### config.mk
export PLATFORM = sky130hd
export DESIGN_NAME = t_ff_toggle_arbiter_flat
export DESIGN_NICKNAME = d
export VERILOG_FILES = /design/src/rtl/t_ff_toggle_arbiter_if.sv /design/src/rtl/t_ff_toggle_arbiter.sv /design/src/flat_wrapper.sv
export SDC_FILE = /design/constraint.sdc
export NUM_CORES = 1
export LEC_CHECK = 0
export ABC_CLOCK_PERIOD_IN_PS = 2920
export CORE_MARGIN = 8
export CORE_UTILIZATION = 39
export DETAILED_ROUTE_END_ITERATION = 16
export DONT_BUFFER_PORTS = 1
export PLACE_DENSITY = 0.51
export SYNTH_ARGS = -nofsm -noshare
export SYNTH_HDL_FRONTEND = slang
export SYNTH_SLANG_ARGS = --single-unit
### constraint.sdc
create_clock -name clk -period 2.92 [get_ports clk]
set_clock_uncertainty 0.05 [all_clocks]
set_input_delay 0.438 -clock clk [delete_from_list [all_inputs] [get_ports clk]]
set_output_delay 0.438 -clock clk [all_outputs]
set_load 0.05 [all_outputs]
### src/rtl/t_ff_toggle_arbiter_if.sv
// Purpose : bundles the request, clear and status signals of the toggle-bank arbiter.
// Latency : none; this is wiring only.
// Backpressure: none; requesters hold req/req_idx until they see their gnt bit.
//
// Signals (master = control agents, slave = arbiter):
//   req        NREQ       per-requester toggle request, level
//   req_idx    NREQ*IDXW  bit index per requester, requester r at [r*IDXW +: IDXW]
//   clr        1          synchronous clear of bank and counter
//   gnt        NREQ       one-hot grant pulse
//   err        1          pulse: granted index was out of range
//   q          WIDTH      toggle bank state
//   toggle_cnt CNTW       number of toggles applied
//   busy       1          an eligible request is present this cycle
interface t_ff_toggle_arbiter_if #(
    parameter int NREQ  = 4,
    parameter int WIDTH = 8,
    parameter int IDXW  = 3,
    parameter int CNTW  = 16
);
    logic [NREQ-1:0]      req;
    logic [NREQ*IDXW-1:0] req_idx;
    logic                 clr;
    logic [NREQ-1:0]      gnt;
    logic                 err;
    logic [WIDTH-1:0]     q;
    logic [CNTW-1:0]      toggle_cnt;
    logic                 busy;

    modport master (
        output req, req_idx, clr,
        input  gnt, err, q, toggle_cnt, busy
    );

    modport slave (
        input  req, req_idx, clr,
        output gnt, err, q, toggle_cnt, busy
    );
endinterface

### src/rtl/t_ff_toggle_arbiter.sv
// Purpose : bank of WIDTH toggle flip-flops shared by NREQ requesters via a round-robin arbiter.
// Latency : grant and toggle both land on the edge that samples the request (gnt visible next cycle).
// Backpressure: one toggle per clock; a just-granted requester is masked for a cycle, clr stalls arbitration.
//
// Ports:
//   clk    rising-edge clock
//   reset  asynchronous, active-high reset
//   bus    slave side of t_ff_toggle_arbiter_if (req/req_idx/clr in; gnt/err/q/toggle_cnt/busy out)
module t_ff_toggle_arbiter #(
    parameter int NREQ  = 4,
    parameter int WIDTH = 8,
    parameter int IDXW  = 3,
    parameter int CNTW  = 16
) (
    input  logic                   clk,
    input  logic                   reset,
    t_ff_toggle_arbiter_if.slave   bus
);

    localparam int PTRW = (NREQ > 1) ? $clog2(NREQ) : 1;

    // What the arbiter did at the most recent edge. Every edge picks a fresh
    // state; nothing lingers for more than one cycle.
    typedef enum logic [1:0] {
        ST_IDLE  = 2'd0,
        ST_GRANT = 2'd1,
        ST_CLEAR = 2'd2
    } state_t;

    state_t            state_q, state_d;

    logic [NREQ-1:0]   win_oh_q, win_oh_d;   // one-hot of last winner
    logic              bad_q, bad_d;         // last winner's index was out of range
    logic [PTRW-1:0]   ptr_q, ptr_d;         // round-robin start point
    logic [WIDTH-1:0]  bank_q, bank_d;       // the toggle cells
    logic [CNTW-1:0]   cnt_q, cnt_d;         // applied-toggle counter

    logic [NREQ-1:0]   gnt_w;
    logic [NREQ-1:0]   elig;
    logic              win_found;
    logic [PTRW-1:0]   win_idx;
    logic [IDXW-1:0]   idx_arr [NREQ];
    logic [IDXW-1:0]   sel_idx;
    logic              idx_ok;

    // Unpack the flat index bus so the winner's field can be selected directly.
    for (genvar r = 0; r < NREQ; r++) begin : g_idx
        assign idx_arr[r] = bus.req_idx[r*IDXW +: IDXW];
    end

    // Grant and error are only live in the cycle right after a GRANT edge;
    // win_oh_q/bad_q keep stale values otherwise and are masked here.
    assign gnt_w = (state_q == ST_GRANT) ? win_oh_q : '0;

    // A requester that is seeing its grant is not eligible, which enforces
    // the one-cycle gap between repeated toggles from a held req.
    assign elig = bus.req & ~gnt_w;

    // Round-robin search: start at ptr_q and walk upward modulo NREQ.
    always_comb begin
        int c;
        c         = 0;
        win_found = 1'b0;
        win_idx   = '0;
        for (int k = 0; k < NREQ; k++) begin
            c = int'(ptr_q) + k;
            if (c >= NREQ) begin
                c = c - NREQ;
            end
            if (!win_found && elig[c]) begin
                win_found = 1'b1;
                win_idx   = PTRW'(c);
            end
        end
    end

    assign sel_idx = idx_arr[win_idx];
    // Unsigned compare: indices at or above WIDTH have no cell behind them.
    assign idx_ok  = (32'(sel_idx) < 32'(WIDTH));

    // ---------------------------------------------------------------
    // FSM process 1: state register
    // ---------------------------------------------------------------
    always_ff @(posedge clk or posedge reset) begin
        if (reset) begin
            state_q <= ST_IDLE;
        end else begin
            state_q <= state_d;
        end
    end

    // ---------------------------------------------------------------
    // FSM process 2: next state. Clear outranks any arbitration.
    // ---------------------------------------------------------------
    always_comb begin
        state_d = ST_IDLE;
        if (bus.clr) begin
            state_d = ST_CLEAR;
        end else if (win_found) begin
            state_d = ST_GRANT;
        end
    end

    // ---------------------------------------------------------------
    // FSM process 3: datapath next values for the chosen action
    // ---------------------------------------------------------------
    always_comb begin
        win_oh_d = win_oh_q;
        bad_d    = bad_q;
        ptr_d    = ptr_q;
        bank_d   = bank_q;
        cnt_d    = cnt_q;
        case (state_d)
            ST_GRANT: begin
                win_oh_d = NREQ'(1) << win_idx;
                bad_d    = !idx_ok;
                ptr_d    = (win_idx == PTRW'(NREQ - 1)) ? '0 : win_idx + PTRW'(1);
                if (idx_ok) begin
                    bank_d = bank_q ^ (WIDTH'(1) << sel_idx);
                    cnt_d  = cnt_q + CNTW'(1);
                end
            end
            ST_CLEAR: begin
                // Pointer is left alone so pending requests resume where they were.
                bank_d = '0;
                cnt_d  = '0;
            end
            default: begin
            end
        endcase
    end

    always_ff @(posedge clk or posedge reset) begin
        if (reset) begin
            win_oh_q <= '0;
            bad_q    <= 1'b0;
            ptr_q    <= '0;
            bank_q   <= '0;
            cnt_q    <= '0;
        end else begin
            win_oh_q <= win_oh_d;
            bad_q    <= bad_d;
            ptr_q    <= ptr_d;
            bank_q   <= bank_d;
            cnt_q    <= cnt_d;
        end
    end

    assign bus.gnt        = gnt_w;
    assign bus.err        = (state_q == ST_GRANT) && bad_q;
    assign bus.q          = bank_q;
    assign bus.toggle_cnt = cnt_q;
    assign bus.busy       = |elig;

endmodule
### src/flat_wrapper.sv
// flat-port wrapper written by rule: the top's interface ports become plain ports
module t_ff_toggle_arbiter_flat 
#(
    parameter int NREQ  = 4,
    parameter int WIDTH = 8,
    parameter int IDXW  = 3,
    parameter int CNTW  = 16
)
  (clk, reset, bus_req, bus_req_idx, bus_clr, bus_gnt, bus_err, bus_q, bus_toggle_cnt, bus_busy);
  t_ff_toggle_arbiter_if #(.NREQ(NREQ), .WIDTH(WIDTH), .IDXW(IDXW), .CNTW(CNTW)) bus_i ();
  input  logic clk;
  input  logic reset;
  input wire logic [$bits(bus_i.req)-1:0] bus_req;
  input wire logic [$bits(bus_i.req_idx)-1:0] bus_req_idx;
  input wire logic [$bits(bus_i.clr)-1:0] bus_clr;
  output wire logic [$bits(bus_i.gnt)-1:0] bus_gnt;
  output wire logic [$bits(bus_i.err)-1:0] bus_err;
  output wire logic [$bits(bus_i.q)-1:0] bus_q;
  output wire logic [$bits(bus_i.toggle_cnt)-1:0] bus_toggle_cnt;
  output wire logic [$bits(bus_i.busy)-1:0] bus_busy;
  assign bus_i.req = bus_req;
  assign bus_i.req_idx = bus_req_idx;
  assign bus_i.clr = bus_clr;
  assign bus_gnt = bus_i.gnt;
  assign bus_err = bus_i.err;
  assign bus_q = bus_i.q;
  assign bus_toggle_cnt = bus_i.toggle_cnt;
  assign bus_busy = bus_i.busy;
  t_ff_toggle_arbiter #(.NREQ(NREQ), .WIDTH(WIDTH), .IDXW(IDXW), .CNTW(CNTW)) u_core (.clk(clk), .reset(reset), .bus(bus_i));
endmodule
---- Word-level counts from Yosys, hierarchy flattened ----
Cells that the tools add are included.
operators by class
  $add $sub $neg .......................... 9
  $lt $le $gt $ge ......................... 9
  equality and inequality tests ........... 4
  shift-type cells ........................ 2
  mux-type cells .......................... 33
  bitwise gates (word level) .............. 4
  reduce and logical (&&, ||, !) cells .... 8
operator list
  operator               count
  $lt 32x4->1 const B    4
  $mux 32                4
  $ge 32x4->1 const B    3
  $sub 32x4->32 const B  3
  $pmux 16 s2            1
  $add 16x1->16 const B  1
  $pmux 8 s2             1
  $mux 1                 13
  $mux 2                 6
  $bmux 1 s2             4
  $shl 1x3->8 const A    1
  $xor 8x8->8            1
  $add 2x2->3 const B    2
  $bmux 3 s2             1
  $mux 3                 2
  $and 4x4->4            1
  $eq 2x1->1 const B     2
  $eq 2x2->1 const B     2
  $mux 4                 1
  $not 4->4              1
  $reduce_or 4->1        1
  $shl 1x2->4 const A    1
  $sub 2x3->4 const B    1
  $add 2x1->3 const B    1
  7 further kinds        11
word-level totals
  register bits after elaboration ......... 32
  input bits .............................. 19
  output and inout bits ................... 30
  word-level logic and storage cells ...... 74

---- Logic depth before layout (Yosys ltp) ----
  word-level depth ........................ 24
  mapped depth ............................ 9
  mapped depth without buffers ............ 8

---- Worst setup path after synthesis ----
OpenSTA, ideal clock, no wires.
  path kind ............................... flip-flop to flip-flop
  start ................................... register u_core.state_q[1]
  end ..................................... register u_core.bank_q[1], in the netlist u_core.bus.q[1]
  library setup time ...................... 0.128 ns
  arrival time ............................ 2.577 ns
  required time ........................... 2.742 ns
  path slack .............................. 0.165 ns
  stages on the path, launching flop included .. 8
  path buffers ............................ 0
  clock period less this slack ............ 2.755 ns
  cells stage by stage .................... dfrtp_1 > and3b_2 > o22ai_2 > a311oi_4 > mux2i_1 > mux2i_4 > nor4b_1 > mux2_1
between the ends
  cells in the longest elaborated chain, start to end .. 24
  elaborated cells between the ends (all ways) .. 42
  classes of those cells .................. 3 x eq/ne; 1 x shift; 27 x mux; 4 x bitwise; 7 x reduce/logical
RTL lines
  element                                    line                        source
  start: declaration                         t_ff_toggle_arbiter.sv:30   state_t state_q, state_d;
  start signal: assignment                   t_ff_toggle_arbiter.sv:88   state_q <= state_d;
  $eq 2x1->1 (*)                             n/a
  $mux 4 (*)                                 t_ff_toggle_arbiter.sv:53   assign gnt_w = (state_q == ST_GRANT) ? win_oh_q : '0;
  via bus_gnt[1]                             flat_wrapper.sv:16          output wire logic [$bits(bus_i.gnt)-1:0] bus_gnt;
  $not 4->4 (*)                              t_ff_toggle_arbiter.sv:57   assign elig = bus.req & ~gnt_w;
  $and 4x4->4 (*)                            t_ff_toggle_arbiter.sv:57
  $bmux 1 s2                                 t_ff_toggle_arbiter.sv:70   if (!win_found && elig[c]) begin
  $mux 1 (not written as such) (2 in a row)  t_ff_toggle_arbiter.sv:70
  $mux 1                                     t_ff_toggle_arbiter.sv:70
  [... 7 more ...]                           n/a
  $logic_and 1x1->1                          t_ff_toggle_arbiter.sv:70
  $mux 2                                     t_ff_toggle_arbiter.sv:70
  $not 2->3 (not written as such)            t_ff_toggle_arbiter.sv:77   assign sel_idx = idx_arr[win_idx];
  $bmux 3 s2                                 t_ff_toggle_arbiter.sv:77
  $mux 3 (not written as such) (2 in a row)  t_ff_toggle_arbiter.sv:77
  $shl 1x3->8                                t_ff_toggle_arbiter.sv:119  bank_d = bank_q ^ (WIDTH'(1) << sel_idx);
  $xor 8x8->8                                t_ff_toggle_arbiter.sv:119
  $pmux 8 s2                                 t_ff_toggle_arbiter.sv:113  case (state_d)
  end signal: assignment                     t_ff_toggle_arbiter.sv:144  bank_q <= bank_d;
  end: declaration                           t_ff_toggle_arbiter.sv:35   logic [WIDTH-1:0] bank_q, bank_d;
Mark *: on every way through the listed nets, which the timed path passes. The rest lies on a longest branch. The select of a mux whose other input is x is not followed.
A chain may end at the register's enable or synchronous reset.

---- Worst setup path in the final report ----
  start ................................... register u_core.state_q[1]
  end ..................................... register u_core.bank_q[1], in the netlist u_core.bus.q[1]
between the ends
  cells in the longest elaborated chain, start to end .. 24
  elaborated cells between the ends (all ways) .. 42
  classes of those cells .................. 3 x eq/ne; 1 x shift; 27 x mux; 4 x bitwise; 7 x reduce/logical
RTL lines
  element                                    line
  $eq 2x1->1 (*)                             n/a
  $mux 4 (*)                                 t_ff_toggle_arbiter.sv:53
  $not 4->4 (*)                              t_ff_toggle_arbiter.sv:57
  $and 4x4->4 (*)                            t_ff_toggle_arbiter.sv:57
  $bmux 1 s2                                 t_ff_toggle_arbiter.sv:70
  $mux 1 (not written as such) (2 in a row)  t_ff_toggle_arbiter.sv:70
  $mux 1                                     t_ff_toggle_arbiter.sv:70
  $logic_not 1->1                            t_ff_toggle_arbiter.sv:70
  [... 6 more ...]                           n/a
  $logic_and 1x1->1                          t_ff_toggle_arbiter.sv:70
  $mux 2                                     t_ff_toggle_arbiter.sv:70
  $not 2->3 (not written as such)            t_ff_toggle_arbiter.sv:77
  $bmux 3 s2                                 t_ff_toggle_arbiter.sv:77
  $mux 3 (not written as such) (2 in a row)  t_ff_toggle_arbiter.sv:77
  $shl 1x3->8                                t_ff_toggle_arbiter.sv:119
  $xor 8x8->8                                t_ff_toggle_arbiter.sv:119
  $pmux 8 s2                                 t_ff_toggle_arbiter.sv:113
Mark *: on every way between the ends. The rest lies on a longest branch, timed or not. The select of a mux whose other input is x is not followed.

==> metrics.yaml <==
sta:
  post-route-period-util_pct: 91.7
  worst_slew_margin_rel_pct: 57.7
  finish_stage_setup_viols: 0
  max_freq_mhz: 374
  max_slew_vio_count: 0
  totalNegativeSetupSlack_ns: 0
  timing.final.crit_period_ns: 2.68
  rsz_0062_raised_after_global_routing: "no"
  worst_slew_pin_slew_ns: 0.635
  finalHoldWorstSlack_ns: 0.0772
  final-hold-violation-count: 0
floorplan:
  io_pins: 49
  fp.coreArea_um2: 4690
  die_x_um: 85.7
  chipHeight_um: 85.7
  initial_core_util_pct: 40.4
  dieArea_um2: 7350
  floorplan.rows: 25
place:
  dpl.hpwl_mm: 3.19
  gpl.final_weighted_congestion: 0.784
  port_buffers: 0
  postPlaceCellArea_um2: 2020
critical_path:
  worst-endpoint-arrival_ns: 2.79
  timing.rr.start: "u_core.state_q[1]$_DFF_PP0_"
  crit_type: "reg2reg"
  critical_path.endpoint_type: "flip-flop"
  regToRegSetupSlack_ns: 0.24
  r2r_cells: 7
  worst_ep_required_time_ns: 3.03
  reg2reg_to: "u_core.bus.q[1]$_DFFE_PP0P_"
  timing.critical_path.fanout_max: 8
  cp-start-kind: "flip-flop"
synthesis:
  count_of_flip_flops_with_a_built_in_enable_after_synthesis: 0
  ys.flop_type: "dfrtp_1"
  netlist.area_leader.share_pct: 42.2
  synth_nets: 202
  synth-async-reset-ratio_pct: 100
  mappedNetlistArea_um2: 1900
  post_synth_main_area_contributors: "dfrtp_1, nor2_1, mux2_1"
  synth.yosys.warnings: 0
  synth.avg_cell_area_um2: 10.6
  ys_ff_latch: 32
  synth.yosys.seq_area_share_pct: 42.2
  synth.distinct_cells: 44
  post_syn_instances: 178
  top_cell_type_by_total_area_after_synthesis: "dfrtp_1"
grt:
  grt_usage_pct: 12.2
  wire_length_of_the_first_global_routing_pass_mm: 7.07
  first_global_vias: 1420
  groute.layer.met3.usage_pct: 6.30
  globalRoute.busiestLayer: "met2"
  overflow: 0
  met2_usage_pct: 21.2
  antenna_found_initial: 0
  grt_start_max_net_pins: 35
  met1_routing_resource_usage_after_global_routing_pct: 12.1
cells_and_area:
  areaGrowthSynthToFinish_pct: 11.6
  nets: 216
  post-route-cell-area_um2: 2110
  fraction_of_layout_instances_using_a_drive_strength_above_1_pct: 19.8
  antenna_cells: 0
  final-seq-area_um2: 801
  final_util_pct: 45.1
  fillers: 478
  multi_input_comb_area_um2: 1020
route:
  drcViolationCount: 0
  antenna_violating_nets_post_route: 0
  drt_iter0_markers: 59
  wirelength_mm: 4.08
  routed_via_density: 5.38
  drtPass1Iterations: 4
  wl_per_cell_um: 16.6
  num_vias: 1323
min_path:
  worst_hold_path_type: "in2async"
clocking:
  clkSlewWorstSetupHoldPaths_ns: 0.07
  tritoncts: "built"
  cts_buffers: 5
  cts.path.max_buffers: 2
  postCtsSetupBuffers: 0
  h-tree-depth: 2
  postCtsResizedCells: 0
  clock-sinks: 32
  clock-root-buffer: "clkbuf_8"
  worstSkewPairLatency_ns: 0.28
  ctsHoldBuffers: 0
job:
  maxCapViolCount: 0
power_and_ir_drop:
  leakage_nw: 0.999
  ir_worst_vdd_mv: 0.328
  power.density_cell_area_nw_per_um2: 762
  p_total_mw: 1.61
run_status:
  run_status: "finished clean"
==> report_power, final <==
part | switching (mW) | internal, mW | leakage (nW) | total (mW)
clock network | 0.158 | 0.210 | 0.0503 | 0.367
registers | 0.219 | 0.520 | 0.428 | 0.739
logic | 0.261 | 0.244 | 0.521 | 0.505
total | 0.637 | 0.974 | 0.999 | 1.61
==> worst max-delay path, stage by stage, from the launching register on <==
cell	delay, ns
dfrtp_1	0.38
and3b_1	0.28
o22ai_2	0.11
a311oi_4	0.55
mux2i_1	0.34
mux2i_4	0.15
nor4b_1	0.34
mux2_1	0.36
==> how the worst max path moves through the flow <==
stage	end	start	slack, ns	depth (start not counted)
2_1_floorplan	u_core.bus.q[1]$_DFFE_PP0P_	u_core.state_q[1]$_DFF_PP0_	0.17	7
3_3_place_gp	u_core.bus.q[2]$_DFFE_PP0P_	u_core.state_q[1]$_DFF_PP0_	0.25	8
3_5_place_dp	u_core.bus.q[4]$_DFFE_PP0P_	u_core.state_q[1]$_DFF_PP0_	0.21	7
4_1_cts	u_core.bus.q[1]$_DFFE_PP0P_	u_core.state_q[1]$_DFF_PP0_	0.20	7
5_1_grt	u_core.bus.q[1]$_DFFE_PP0P_	u_core.state_q[1]$_DFF_PP0_	0.07	7
6_report	u_core.bus.q[1]$_DFFE_PP0P_	u_core.state_q[1]$_DFF_PP0_	0.24	7
==> Yosys cell counts, types with 3 or more instances <==
cell type / number
a21oi_1: 3
and3_1: 4
mux2_1: 8
dfrtp_1: 32
mux2_2: 5
nor2b_1: 8
ha_1: 5
xor2_1: 10
nand3_1: 5
nand4_1: 7
nor2_1: 27
mux2i_1: 7
nand2_1: 8
inv_1: 7
xnor2_1: 4
==> final cells by class <==
cell class | instances | area share (%)
flip-flops and latches | 32 | 37.9
repair buffers | 13 | 4.62
clock buffers | 7 | 4.56
well taps | 54 | 3.20
multi-input cells | 132 | 48.3
inverters | 8 | 1.42
==> sequential cells by signal, summed over array words and instances, names as in the netlist <==
signal,cells
u_core.bus.toggle_cnt,16
u_core.bus.q,8
u_core.win_oh_q,4
u_core.ptr_q,2
u_core.state_q,2
==> cell families after synthesis <==
logic type | synth area share [%]
multiplexers | 14.6
other | 0.198
AND/OR/NAND/NOR | 24.0
AO/OA/AOI/OAI | 5.35
adder cells (fa/ha/maj) | 3.30
buffers and inverters | 3.83
flip-flops | 42.2
XOR/XNOR | 6.47
==> layout by cell type, fill, tap and decap left out, types with 5 or more instances in the layout <==
| cell type | instances |
|---|---|
| nand4_1 | 7 |
| buf_4 | 13 |
| xor2_1 | 10 |
| mux2i_1 | 7 |
| nand3_1 | 5 |
| ha_1 | 5 |
| inv_1 | 7 |
| mux2_1 | 8 |
| nand2_1 | 8 |
| dfrtp_1 | 32 |
| nor2b_1 | 8 |
| nor2_1 | 27 |
| mux2_2 | 5 |
| clkbuf_8 | 7 |
==> routing by layer <==
| metal | share of wire, % | vias to the layer above | routed length, um |
|---|---|---|---|
| met5 | 0 | - | 0 |
| met4 | 1.5 | 0 | 61 |
| met3 | 9.3 | 6 | 380 |
| met2 | 50 | 29 | 2050 |
| met1 | 39 | 644 | 1590 |
| li1 | - | 644 | - |
==> through the flow <==
stage | worst slack, ns | std cells
final | 0.244 | 246
after CTS | 0.205 | 246
after detailed placement | 0.206 | 239
after global routing | 0.0725 | 246
after floorplan | 0.165 | 178
after global placement | 0.252 | 239
Power figures use the tool's default switching activity.
